--- src/rtl/mem_bus_ctrl.sv ---
// MEM stage: drives load/store accesses over a req/ack bus, aligns load data
// (big-endian lanes), stalls the pipeline while an access is outstanding, and
// passes non-memory results and HI/LO/CP0 write info through to MEM/WB.
module mem_bus_ctrl #(
  parameter int ADDR_W = 32,
  parameter int DATA_W = 32
) (
  input  logic              clk,
  input  logic              rst,
  input  logic [5:0]        stall_i,
  input  logic [4:0]        wd_i,
  input  logic              wreg_i,
  input  logic [DATA_W-1:0] wdata_i,
  input  logic [DATA_W-1:0] hi_i,
  input  logic [DATA_W-1:0] lo_i,
  input  logic              whilo_i,
  input  logic [7:0]        aluop_i,
  input  logic [ADDR_W-1:0] mem_addr_i,
  input  logic [DATA_W-1:0] reg2_i,
  input  logic              cp0_we_i,
  input  logic [4:0]        cp0_waddr_i,
  input  logic [DATA_W-1:0] cp0_wdata_i,
  input  logic [DATA_W-1:0] bus_rdata_i,
  input  logic              bus_ack_i,
  output logic              bus_req_o,
  output logic              bus_we_o,
  output logic [ADDR_W-1:0] bus_addr_o,
  output logic [3:0]        bus_sel_o,
  output logic [DATA_W-1:0] bus_wdata_o,
  output logic [4:0]        wd_o,
  output logic              wreg_o,
  output logic [DATA_W-1:0] wdata_o,
  output logic [DATA_W-1:0] hi_o,
  output logic [DATA_W-1:0] lo_o,
  output logic              whilo_o,
  output logic              cp0_we_o,
  output logic [4:0]        cp0_waddr_o,
  output logic [DATA_W-1:0] cp0_wdata_o,
  output logic              stallreq_o
);

  localparam logic [7:0] OP_LB  = 8'b11100000;
  localparam logic [7:0] OP_LBU = 8'b11100100;
  localparam logic [7:0] OP_LH  = 8'b11100001;
  localparam logic [7:0] OP_LHU = 8'b11100101;
  localparam logic [7:0] OP_LW  = 8'b11100011;
  localparam logic [7:0] OP_SB  = 8'b11101000;
  localparam logic [7:0] OP_SH  = 8'b11101001;
  localparam logic [7:0] OP_SW  = 8'b11101011;

  localparam logic [1:0] SZ_B = 2'd0;
  localparam logic [1:0] SZ_H = 2'd1;
  localparam logic [1:0] SZ_W = 2'd2;

  typedef enum logic [1:0] {S_IDLE, S_BUSY, S_DONE} state_t;

  state_t            state_q;
  logic              bus_req_q, bus_we_q;
  logic [ADDR_W-1:0] bus_addr_q;
  logic [3:0]        bus_sel_q;
  logic [DATA_W-1:0] bus_wdata_q;
  logic [DATA_W-1:0] rbuf_q;

  logic              is_load, is_store, is_mem, sext;
  logic [1:0]        sz;
  logic [3:0]        lane_sel;
  logic [DATA_W-1:0] st_data, ld_data;
  logic [7:0]        byte_v;
  logic [15:0]       half_v;

  // Only the MEM/WB hold bit matters here.
  logic unused_stall;
  assign unused_stall = ^{stall_i[5], stall_i[3:0]};

  // Decode opcode into access kind, size and sign handling.
  always_comb begin
    is_load  = 1'b0;
    is_store = 1'b0;
    sz       = SZ_W;
    sext     = 1'b0;
    case (aluop_i)
      OP_LB:   begin is_load = 1'b1;  sz = SZ_B; sext = 1'b1; end
      OP_LBU:  begin is_load = 1'b1;  sz = SZ_B; end
      OP_LH:   begin is_load = 1'b1;  sz = SZ_H; sext = 1'b1; end
      OP_LHU:  begin is_load = 1'b1;  sz = SZ_H; end
      OP_LW:   begin is_load = 1'b1;  sz = SZ_W; end
      OP_SB:   begin is_store = 1'b1; sz = SZ_B; end
      OP_SH:   begin is_store = 1'b1; sz = SZ_H; end
      OP_SW:   begin is_store = 1'b1; sz = SZ_W; end
      default: ;
    endcase
  end

  assign is_mem = is_load | is_store;

  // Big-endian lane selects and replicated store data; misaligned low bits ignored.
  always_comb begin
    lane_sel = 4'b1111;
    st_data  = reg2_i;
    case (sz)
      SZ_B: begin
        case (mem_addr_i[1:0])
          2'b00:   lane_sel = 4'b1000;
          2'b01:   lane_sel = 4'b0100;
          2'b10:   lane_sel = 4'b0010;
          default: lane_sel = 4'b0001;
        endcase
        st_data = {4{reg2_i[7:0]}};
      end
      SZ_H: begin
        lane_sel = mem_addr_i[1] ? 4'b0011 : 4'b1100;
        st_data  = {2{reg2_i[15:0]}};
      end
      default: ;
    endcase
  end

  // Extract and extend the addressed byte/half from the read buffer.
  always_comb begin
    byte_v = 8'h00;
    case (mem_addr_i[1:0])
      2'b00:   byte_v = rbuf_q[31:24];
      2'b01:   byte_v = rbuf_q[23:16];
      2'b10:   byte_v = rbuf_q[15:8];
      default: byte_v = rbuf_q[7:0];
    endcase
    half_v  = mem_addr_i[1] ? rbuf_q[15:0] : rbuf_q[31:16];
    ld_data = rbuf_q;
    case (sz)
      SZ_B:    ld_data = {{24{sext & byte_v[7]}}, byte_v};
      SZ_H:    ld_data = {{16{sext & half_v[15]}}, half_v};
      default: ;
    endcase
  end

  // Access FSM: launch in IDLE, wait for ack in BUSY, present result in DONE.
  always_ff @(posedge clk) begin
    if (rst) begin
      state_q     <= S_IDLE;
      bus_req_q   <= 1'b0;
      bus_we_q    <= 1'b0;
      bus_addr_q  <= '0;
      bus_sel_q   <= 4'b0000;
      bus_wdata_q <= '0;
      rbuf_q      <= '0;
    end else begin
      case (state_q)
        S_IDLE: begin
          if (is_mem) begin
            state_q     <= S_BUSY;
            bus_req_q   <= 1'b1;
            bus_we_q    <= is_store;
            bus_addr_q  <= {mem_addr_i[ADDR_W-1:2], 2'b00};
            bus_sel_q   <= lane_sel;
            bus_wdata_q <= st_data;
          end
        end
        S_BUSY: begin
          if (bus_ack_i) begin
            rbuf_q    <= bus_rdata_i;
            bus_req_q <= 1'b0;
            state_q   <= S_DONE;
          end
        end
        S_DONE: begin
          // Instruction stays resident while MEM/WB is held.
          if (!stall_i[4]) state_q <= S_IDLE;
        end
        default: state_q <= S_IDLE;
      endcase
    end
  end

  assign stallreq_o  = ((state_q == S_IDLE) && is_mem) || (state_q == S_BUSY);

  assign bus_req_o   = bus_req_q;
  assign bus_we_o    = bus_we_q;
  assign bus_addr_o  = bus_addr_q;
  assign bus_sel_o   = bus_sel_q;
  assign bus_wdata_o = bus_wdata_q;

  assign wd_o        = wd_i;
  assign wreg_o      = wreg_i & ~stallreq_o;
  assign wdata_o     = is_load ? ld_data : wdata_i;
  assign hi_o        = hi_i;
  assign lo_o        = lo_i;
  assign whilo_o     = whilo_i;
  assign cp0_we_o    = cp0_we_i;
  assign cp0_waddr_o = cp0_waddr_i;
  assign cp0_wdata_o = cp0_wdata_i;

endmodule

--- config.mk ---
export PLATFORM = sky130hd
export DESIGN_NAME = mem_bus_ctrl
export DESIGN_NICKNAME = d
export VERILOG_FILES = /design/src/rtl/mem_bus_ctrl.sv
export SDC_FILE = /design/constraint.sdc
export NUM_CORES = 1
export LEC_CHECK = 0
export ABC_AREA = 1
export CORE_AREA = 10 10 173 175
export DETAILED_ROUTE_END_ITERATION = 12
export DIE_AREA = 0 0 183 185
export DONT_BUFFER_PORTS = 1
export PLACE_DENSITY = 0.4
export SLEW_MARGIN = 20
export SYNTH_ARGS = -nofsm -noshare
export SYNTH_HDL_FRONTEND = slang
export SYNTH_SLANG_ARGS = --single-unit
--- constraint.sdc ---
create_clock -name clk -period 1.7 [get_ports clk]
set_clock_uncertainty 0.15 [all_clocks]
set_input_delay 0.34 -clock clk [delete_from_list [all_inputs] [get_ports clk]]
set_output_delay 0.34 -clock clk [all_outputs]
set_load 0.005 [all_outputs]
==> flow_summary.json <==
{
  "hp-class": "input pin to flop",
  "drv_cap": 0,
  "final_cells": 1336,
  "fin_hold_ws_ns": 0.007725,
  "r2r-start": "state_q[0]$_SDFFE_PP0P_",
  "pre_cts_ws_ns": -0.3016,
  "clock.fmax_ghz": 0.4900,
  "synth-edff-count": 0,
  "p_leak_nw": 3.512,
  "fp-row-count": 60,
  "cp_num_buf_inv": 1,
  "syn2layout_area_growth_pct": 23.13,
  "start_util_pct": 24.08,
  "hold_start": "reg2_i[4]",
  "synth_area_mm2": 0.006400,
  "post_drt_wl_per_cell_um": 18.92,
  "ant_nets": 0,
  "dr.pass1.iters": 6,
  "yosysTopAreaCellShare_pct": 31.91,
  "arrival_ns": 1.55,
  "fin_total_pwr_mw": 5.266,
  "avgSynthCellArea_um2": 6.305,
  "cts_tree": "yes",
  "reg2reg_setup_slack_ns": 0.10,
  "reg2reg_to": "rbuf_q[22]$_SDFFE_PP0P_",
  "critPathMaxFanout": 6,
  "fin_crit_ns": 2.041,
  "yosysSeqAreaShare_pct": 31.91,
  "finalHoldViolCount": 0,
  "drc_errors": 0,
  "crit_path_max_incr_delay_ns": 0.38,
  "clkTransAtPathRegs_ns": 0.08,
  "synthArstFlopShare_pct": 0,
  "diodes": 0,
  "violations": "negative setup slack",
  "startpoint": "rbuf_q[31]$_SDFFE_PP0P_",
  "die_h_um": 185,
  "critical_path.top_delay_family": "simple AND/OR/NAND/NOR gates",
  "final_core_util_pct": 29.65,
  "setup_violations": 33,
  "synth_cells": 1015,
  "fin_ws_ns": -0.3407,
  "fin_nets": 1244,
  "final_area_mm2": 0.007880,
  "tns_ns": -8.025,
  "vias_per_cell": 4.501,
  "start_kind": "flop",
  "synth_seq_cells": 102,
  "grt_overflow": 0,
  "worst-r2r-cell-count": 6,
  "worstSetupEndpointType": "output pin",
  "grt_pass1_vias": 5973,
  "clock-sinks": 102,
  "yosysMostFrequentCell": "nand2_1",
  "die_w_um": 183,
  "place_congestion": 0.7759,
  "status": "finished with violations",
  "netlist_top_cells_area": "dfxtp_1 32%, buf_4 14%, nand2_1 13%, nor2_1 11%, o21ai_0 7.2%",
  "yosys_warnings": 0,
  "synth_common_cells": "223 x nand2_1, 184 x nor2_1, 116 x buf_4",
  "dieArea_mm2": 0.03386,
  "htreeDepth": 3,
  "clk_latency_ns": 0.36,
  "cts_root_buf": "clkbuf_16",
  "core_area_mm2": 0.02658,
  "wirelength_um": 25280,
  "path_cells": "nand2_2 -> nand3_2 -> nand2_2 -> nor2_4 -> nand2_4 -> buf_6 -> nand2_4 -> nor2_4 -> nor2_2",
  "crit_required_ns": 1.21,
  "antenna_found_initial": 1,
  "yosys_most_used_dff": "dfxtp_1",
  "rsz0062_at_grt": "true",
  "numCtsBuffers": 9,
  "grt_max_degree": 46,
  "hold_depth": 2,
  "placed_cells": 1255,
  "power.density_mw_per_mm2": 668.2,
  "via_count": 6014,
  "critPathKind": "flop to output pin",
  "grtUsageTotal_pct": 14.16,
  "post-route-period-util_pct": 120.0,
  "min_to": "bus_wdata_o[4]$_SDFFE_PP0P_",
  "maxSlewViolCount": 0,
  "grt_pass1_wl_um": 36910,
  "io_buffer_count": 0,
  "io_pins": 466,
  "synth_cell_types": 27,
  "cts_buffer_depth": 2,
  "crit_slowest_cell": "dfxtp_2",
  "drt_iter0_drc": 166,
  "hpwl_um": 18770,
  "ir_drop_v": 0.0003853,
  "yosysTopAreaCell": "dfxtp_1",
  "dpl_cell_area_mm2": 0.006341,
  "drive_gt1_share_pct": 22.71
}
==> final cells by class <==
class,count,area (um2)
Timing Repair inverter,1,6.256
Fill cell,2962,18700
Inverter,94,400.4
Clock inverter,7,72.57
Clock buffer,9,225.2
Sequential cell,102,2048
Multi-Input combinational cell,658,3357
Tap cell,341,426.7
Timing Repair Buffer,124,1344
==> cells by family after synthesis <==
group                  share of synthesized area (%)
AND/OR/NAND/NOR                                34.53
AO/OA/AOI/OAI                                  10.24
other                                        0.05859
flip-flops                                     31.91
buffers and inverters                          23.26
==> cells in the final DEF, fill, tap and decap left out, types with 13 or more instances in the layout <==
master,instances
inv_1,83
o21ai_1,17
nand2_2,33
nand3_2,17
buf_4,52
or2_1,13
nand3_1,52
o21ai_0,76
buf_12,17
dlygate4sd3_1,41
nor2_1,164
a21oi_1,36
nand2_1,183
dfxtp_1,97
==> power by group <==
| part | switching (mW) | total [mW] | leakage (nW) | internal, mW |
|---|---|---|---|---|
| combinational | 0.330 | 0.621 | 2.54 | 0.291 |
| sequential | 0.0487 | 2.49 | 0.827 | 2.44 |
| clock | 1.11 | 2.16 | 0.143 | 1.04 |
| total | 1.49 | 5.27 | 3.51 | 3.78 |
==> worst max path at each step <==
| stage | to | depth (start not counted) |
|---|---|---|
| after floorplan | wdata_o[21] | 10 |
| after global placement | bus_wdata_o[4]$_SDFFE_PP0P_ | 10 |
| after detailed placement | bus_wdata_o[4]$_SDFFE_PP0P_ | 10 |
| after CTS | wdata_o[11] | 9 |
| after global routing | wdata_o[11] | 9 |
| final | wdata_o[11] | 9 |
==> routing by layer <==
| layer | routed length [um] | share of wire [%] | track usage, % |
|---|---|---|---|
| met5 | 13 | 0.051 | 0 |
| met4 | 417 | 1.6 | 3.672 |
| met3 | 2537 | 10 | 6.230 |
| met2 | 12110 | 48 | 23.93 |
| met1 | 10200 | 40 | 15.94 |
==> timing repair <==
item / in CTS / in global routing
buffers inserted: 14 / 9
pin swaps: 51 / 37
hold endpoints to repair: 41 / 0
setup endpoints to repair: 37 / 59
gates cloned: 3 / 1
hold buffers: 41 / 0
resized for setup: 100 / 68
==> sequential cells by signal (all words and copies together) (netlist names) <==
register,count
bus_wdata_o,32
rbuf_q,32
bus_addr_o,30
bus_sel_o,4
state_q,2
bus_req_o,1
bus_we_o,1
No activity file was read; power rests on OpenSTA's default activity.
